`src/rtl/bf16_adder_arbiter.sv`:
```
// bf16_adder_arbiter: round-robin arbiter sharing one bf16 adder among four requesters
module bf16_adder_arbiter #(
    parameter int DATA_W  = 16,
    parameter int NUM_REQ = 4
) (
    input  logic                      clk,
    input  logic                      rst,
    input  logic [NUM_REQ*DATA_W-1:0] req_a,
    input  logic [NUM_REQ*DATA_W-1:0] req_b,
    input  logic [NUM_REQ-1:0]        req_STB,
    output logic [NUM_REQ-1:0]        req_BUSY,
    output logic [DATA_W-1:0]         adder_a,
    output logic [DATA_W-1:0]         adder_b,
    output logic                      adder_input_STB,
    input  logic                      adder_BUSY,
    input  logic [DATA_W-1:0]         adder_sum,
    input  logic                      adder_output_STB,
    output logic                      adder_output_module_BUSY,
    output logic [DATA_W-1:0]         out_result,
    output logic [1:0]                out_id,
    output logic                      out_STB,
    input  logic                      output_module_BUSY,
    output logic [15:0]               txn_count
);
    typedef enum logic [1:0] {IDLE, ISSUE, WAIT_SUM, DELIVER} state_t;
    state_t     state;
    logic [1:0] rr_ptr;
    logic [1:0] owner;
    logic [1:0] grant;
    logic       grant_vld;
    // Round-robin pick: scan offsets downward so the requester nearest rr_ptr wins last
    always_comb begin
        grant     = rr_ptr;
        grant_vld = 1'b0;
        for (int k = NUM_REQ - 1; k >= 0; k--) begin
            if (req_STB[rr_ptr + 2'(k)]) begin
                grant     = rr_ptr + 2'(k);
                grant_vld = 1'b1;
            end
        end
    end
    // Only the granted requester sees BUSY low, and only while no transaction is in flight
    always_comb begin
        req_BUSY = '1;
        if (state == IDLE && grant_vld) req_BUSY[grant] = 1'b0;
    end
    // Transaction sequencer: accept, issue to adder, collect sum, deliver, rotate pointer
    always_ff @(posedge clk or posedge rst) begin
        if (rst) begin
            state                    <= IDLE;
            rr_ptr                   <= '0;
            owner                    <= '0;
            adder_a                  <= '0;
            adder_b                  <= '0;
            adder_input_STB          <= 1'b0;
            adder_output_module_BUSY <= 1'b1;
            out_result               <= '0;
            out_id                   <= '0;
            out_STB                  <= 1'b0;
            txn_count                <= '0;
        end else begin
            case (state)
                IDLE: begin
                    if (grant_vld) begin
                        adder_a         <= req_a[DATA_W*int'(grant) +: DATA_W];
                        adder_b         <= req_b[DATA_W*int'(grant) +: DATA_W];
                        owner           <= grant;
                        adder_input_STB <= 1'b1;
                        state           <= ISSUE;
                    end
                end
                ISSUE: begin
                    if (!adder_BUSY) begin
                        adder_input_STB          <= 1'b0;
                        adder_output_module_BUSY <= 1'b0;
                        state                    <= WAIT_SUM;
                    end
                end
                WAIT_SUM: begin
                    if (adder_output_STB) begin
                        out_result               <= adder_sum;
                        out_id                   <= owner;
                        adder_output_module_BUSY <= 1'b1;
                        out_STB                  <= 1'b1;
                        state                    <= DELIVER;
                    end
                end
                DELIVER: begin
                    if (!output_module_BUSY) begin
                        out_STB   <= 1'b0;
                        rr_ptr    <= owner + 2'd1;
                        txn_count <= txn_count + 16'd1;
                        state     <= IDLE;
                    end
                end
            endcase
        end
    end
endmodule

```
`config.mk`:
```
export PLATFORM = sky130hd
export DESIGN_NAME = bf16_adder_arbiter
export DESIGN_NICKNAME = d
export VERILOG_FILES = /design/src/rtl/bf16_adder_arbiter.sv
export SDC_FILE = /design/constraint.sdc
export NUM_CORES = 1
export LEC_CHECK = 0
export ABC_CLOCK_PERIOD_IN_PS = 2750
export CORE_MARGIN = 4
export CORE_UTILIZATION = 39
export DETAILED_ROUTE_END_ITERATION = 10
export PLACE_DENSITY = 0.81
export SYNTH_ARGS = -nofsm -noshare
export SYNTH_HDL_FRONTEND = slang
export SYNTH_SLANG_ARGS = --single-unit
```
`constraint.sdc`:
```
create_clock -name clk -period 2.75 [get_ports clk]
set_input_delay 0.4125 -clock clk [delete_from_list [all_inputs] [get_ports clk]]
set_output_delay 0.4125 -clock clk [all_outputs]
set_load 0.03 [all_outputs]
```
Yosys cells after proc, flatten, opt, wreduce, memory -nomap -nowiden:

Cells that the tools add are included.

* bits in latches: 0
* bits in registers: 75
* memory bits (writable): 0
* bits of input ports: 153
* output and inout bits: 73
* memory bits (read-only): 0
* word-level logic and storage cells: 77
* memories kept: 0

* multiplexer cells: 31
* shifts and indexed selects: 2
* magnitude comparators: 6
* bitwise gates (word level): 2
* reductions and logical operators: 13
* multipliers: 0
* eq/ne operators: 7
* add/sub/neg operators: 5
* div/mod/pow operators: 0

Operators with widths (number)
* 64-bit by 7-bit indexed part select with 16-bit output: 2
* 16-bit by 1-bit adder with 16-bit output (second input constant): 1
* 2-bit two-way mux: 8
* 2-bit by 3-bit less-than comparator with 1-bit output (second input constant): 5
* 1-bit two-way mux: 13
* 3-bit AND reduction: 3
* 1-bit binary-select mux with 2-bit select: 4
* 2-bit != test (second input constant): 4
* 2-bit one-hot mux with 4 select lines: 1
* 1-bit one-hot mux with 2 select lines: 3
* 2-bit AND reduction: 3
* 2-bit nonzero test: 3
* 2-bit by 1-bit adder with 2-bit output (second input constant): 2
* 2-bit adder (second input constant): 2
* 2-bit equality test (second input constant): 2
* 4-bit two-way mux: 1
* 4-bit NOT: 1
* 4-bit AND reduction: 1
* 1-bit demux with 2-bit select: 1
* 2-bit by 1-bit equality test with 1-bit output (second input constant): 1
* 2-bit by 1-bit >= comparator with 1-bit output (second input constant): 1
* 1-bit logical AND: 2
* 2-bit logical NOT: 1
* 1-bit NOT: 1

Depth between registers and ports, before layout:

* depth after elaboration: 13
* depth in mapped cells: 8
* depth with buffers taken out: 7

Least setup slack after synthesis:

No wires, ideal clock.

* path kind: register -> output
* start point: register rr_ptr[1]
* end point: output port req_BUSY[2]
* path buffers: 1
* cell stages (with the launch flop): 6
* path slack: 0.713 ns
* arrival time: 1.624 ns
* data required time: 2.338 ns
* path through: dfrtp_1 and3b_1 or4_4 nand2_4 buf_4 nand3_1

* longest elaborated chain between the ends: 13
* elaborated cells between the ends (all ways): 27
* classes of those cells: add/sub: 3; order compare: 2; mux: 19; bitwise: 1; reduce/logical: 2

RTL lines
* start: declaration: line 27 `logic [1:0] rr_ptr;`
* start signal: assignment: line 91 `rr_ptr <= owner + 2'd1;`
* 2-bit adder: line 36, 37
* 1-bit binary-select mux with 2-bit select: line 36 `if (req_STB[rr_ptr + 2'(k)]) begin`
* 1-bit two-way mux (implied by the code): line 36
* 2-bit two-way mux (4 in a row): line 36
* 2-bit by 3-bit less-than comparator with 1-bit output (implied by the code) or 2-bit by 1-bit >= comparator with 1-bit output (tied branches): line 45 `if (state == IDLE && grant_vld) req_BUSY[grant] = 1'b0;`
* 1-bit logical AND (implied by the code): line 45
* 1-bit two-way mux (implied by the code): line 45
* 1-bit demux with 2-bit select: line 45
* 4-bit NOT (no line)
* 4-bit two-way mux (*): line 45
* end: declaration: line 11 `output logic [NUM_REQ-1:0] req_BUSY,`

Mark *: on every way between the ends. The rest lies on a longest branch, timed or not. The select of a mux whose other input is x is not followed.

Final worst setup path:

* start point: input port req_STB[0]
* end point: output port req_BUSY[2]

* longest elaborated chain between the ends: 12
* elaborated cells between the ends (all ways): 24
* classes of those cells: order compare: 2; mux: 19; bitwise: 1; reduce/logical: 2

RTL lines
* start: declaration: line 10 `input logic [NUM_REQ-1:0] req_STB,`
* 1-bit binary-select mux with 2-bit select: line 36
* 1-bit two-way mux (implied by the code): line 36
* 2-bit two-way mux (4 in a row): line 36
* 2-bit by 3-bit less-than comparator with 1-bit output (implied by the code) or 2-bit by 1-bit >= comparator with 1-bit output (tied branches): line 45
* 1-bit logical AND (implied by the code): line 45
* 1-bit two-way mux (implied by the code): line 45
* 1-bit demux with 2-bit select: line 45
* 4-bit NOT (no line)
* 4-bit two-way mux (*): line 45

Marked as above.

==> flow_metrics.env <==
export IMPL_placement_io_buffers=225
export IMPL_yosysWarningCount=0
export IMPL_insertedDiodeCount=0
export IMPL_synth_yosys_seq_area_share=0.4614
export IMPL_run_status="completed"
export IMPL_final_period_utilization=0.9182
export IMPL_stage_delay_of_the_slowest_cell_on_the_critical_path_ns=0.55
export IMPL_postCtsSetupBuffers=0
export IMPL_finalCriticalPeriod_ns=2.525
export IMPL_clock_tree_buffer_depth=2
export IMPL_dieArea_mm2=0.01214
export IMPL_synthArstFlopShare=1.000
export IMPL_worst_slew_pin_slew_ns=0.7319
export IMPL_hold_slack_ns=0.4837
export IMPL_vias=3648
export IMPL_grt_antenna_before_repair=0
export IMPL_dp_hpwl_mm=10.85
export IMPL_yosys_register_bits=75
export IMPL_crit_slowest_cell="or4_4"
export IMPL_floorplan_rows=37
export IMPL_synth_net_count=505
export IMPL_reg2reg_from="rr_ptr[1]"
export IMPL_initial_utilization=0.3978
export IMPL_final_estimated_routing_congestion_in_global_placement=0.7555
export IMPL_layout_commonest_cell="clkdlybuf4s50_1"
export IMPL_cts_root_buffer_cell="clkbuf_8"
export IMPL_synthToLayoutAreaGrowth_pct=65.75
export IMPL_setup_violations=0
export IMPL_ant_nets=0
export IMPL_grt_setup_unrepaired="no"
export IMPL_dr_first_iter_drc_count=147
export IMPL_netlist_cell_type_count=39
export IMPL_die_width_um=110.2
export IMPL_post_synth_instance_area_mm2=0.004070
export IMPL_layout_drive_gt1_share=0.1379
export IMPL_post_dp_cell_area_mm2=0.006545
export IMPL_synth_edff_count=0
export IMPL_htree_num_levels=3
export IMPL_n_fill_cell=827
export IMPL_yosys_most_used_dff="dfrtp_1"
export IMPL_instances_no_fill=716
export IMPL_core_region_area_mm2=0.01023
export IMPL_syn_instance_count=347
export IMPL_setup_worst_path_start="req_STB[0]"
export IMPL_route_detailed_drc=0
export IMPL_post_route_util=0.6594
export IMPL_timing_critical_path_arrival_ns=2.11
export IMPL_drv_slew=0
export IMPL_grt_start_max_net_pins=40
export IMPL_number_of_top_level_pins=226
export IMPL_fmaxAchievable_mhz=396.0
export IMPL_grt_pass1_vias=3894
export IMPL_hold_path_startpoint="txn_count[15]"
export IMPL_drt_pre_antenna_iters=4
export IMPL_grt_first_pass_wirelength_mm=20.04
export IMPL_postSynthAreaPerCell_um2=11.73
export IMPL_final_nets=733
export IMPL_tritoncts_clock_tree="done"
export IMPL_design_area_mm2=0.006746
export IMPL_cellPowerDensity_mw_per_mm2=999.0
export IMPL_crit_path_max_fanout=10
export IMPL_chipHeight_um=110.2
export IMPL_cts_repair_resizes=0
export IMPL_grtUsageTotal=0.2153
export IMPL_final_skew_ns=0.008611
export IMPL_viasPerCell=5.095
export IMPL_crit_path_end_kind="output pin"
export IMPL_route_final_wire_length_mm=13.67
export IMPL_peakVddDrop_mv=0.5223
export IMPL_timing_max_slew_rel_slack=0.5120
export IMPL_holdCritPathClass="register to register"
export IMPL_timing_worst_setup_path_type="input port to output pin"
export IMPL_dp_cells=700
export IMPL_wire_per_inst_um=19.09
export IMPL_worstPathRequired_ns=2.34
export IMPL_total_leakage_power_nw=2.864
export IMPL_setup_total_negative_slack_ns=0
export IMPL_crit_path_start_kind="input port"
export IMPL_drv_cap=0
export IMPL_clock_insertion_delay_worst_skew_ns=0.34
export IMPL_report_final_hold_viol_count=0
export IMPL_worstPathCellList="clkdlybuf4s50_1 > nor2b_1 > or4_4 > nand2_4 > nand3_1 > buf_4"
export IMPL_layout_common_cells="clkdlybuf4s50_1 (221), dfrtp_1 (74), mux2i_1 (64)"
export IMPL_cts_hold_fix_buffers=0
export IMPL_cts_buffers_inserted=9
export IMPL_cts_clock_pin_slew_for_the_worst_setup_and_hold_paths_ns=0.08
export IMPL_cts_num_sinks=75
export IMPL_grt_overflow=0
## routing by layer
layer	GRT usage	wire [um]	vias to the layer above
met3	0.1008	1629	10
met1	0.2271	4777	1771
met5	0	0	-
met2	0.3917	7104	146
li1	-	-	1721
met4	0.04485	157	0
## per-stage QoR
| step | total power, mW | worst slack, ns |
|---|---|---|
| after floorplan | 4.352 | 0.4292 |
| after global placement | 5.822 | 0.2108 |
| after detailed placement | 5.938 | 0.1267 |
| after CTS | 6.826 | 0.2242 |
| after global routing | 7.141 | 0.1574 |
| final | 6.740 | 0.2251 |
## kinds of logic (layout without fill, tap and decap cells)
logic type | count (synthesis) | count (layout) | share of synthesized area
simple gates | 94 | 94 | 0.1064
buf+inv | 26 | 259 | 0.04334
flops | 75 | 75 | 0.4614
compound gates | 49 | 49 | 0.1319
xor+xnor | 16 | 16 | 0.03443
fa+ha+maj | 5 | 5 | 0.01537
mux | 82 | 82 | 0.2072
## path summary, 6_finish.rpt
kind | to | slack (ns) | cells past startpoint
max | req_BUSY[2] | 0.23 | 6
min | txn_count[15] | 0.48 | 1
max reg2reg | adder_b[0] | 0.60 | 6
min reg2reg | txn_count[15] | 0.48 | 1
max in group asynchronous | adder_output_module_BUSY | 1.53 | 3
min in group asynchronous | out_result[13] | 0.49 | 2
## power breakdown
group,total [mW],switching (mW),internal [mW]
Combinational,4.02,2.18,1.85
Sequential,1.85,0.286,1.57
Clock,0.864,0.420,0.444
Total,6.74,2.88,3.86
## flip-flops by register name, indices dropped and copies added, names as in the netlist
name / flops
owner: 2
adder_output_module_BUSY: 1
adder_input_STB: 1
txn_count: 16
state: 2
out_result: 16
rr_ptr: 2
adder_a: 16
out_id: 2
adder_b: 16
out_STB: 1
## Yosys cell counts, drive strengths merged, types with 2 or more instances
master	count	area share
ha	5	0.015
nor2b	5	0.0077
nand2	57	0.054
dfrtp	74	0.45
o221ai	32	0.11
o21ai	7	0.0086
xnor2	10	0.022
a21oi	5	0.0061
inv	6	0.0055
clkbuf	6	0.0065
nand3	4	0.0049
mux2i	64	0.16
buf	14	0.031
xor2	6	0.013
and3	5	0.0077
nand2b	3	0.0046
nor2	9	0.0083
nor3	2	0.0025
nand4	4	0.0061
mux2	18	0.050
## cell type report
type / instances / area (um2) / share of cell area
well taps: 136 / 170.2 / 0.02522
clock buffers: 10 / 137.6 / 0.02040
multi-input cells: 246 / 2016 / 0.2988
flip-flops and latches: 75 / 1878 / 0.2784
inverters: 6 / 23.77 / 0.003524
repair buffers: 237 / 2457 / 0.3642
clock inverters: 6 / 63.81 / 0.009458
## worst max-delay path, delay by kind of cell
family | cells | cell delay, ns
AND/OR/NAND/NOR | 4 | 1.02
buffers and inverters | 2 | 0.67
Power figures use the tool's default switching activity.
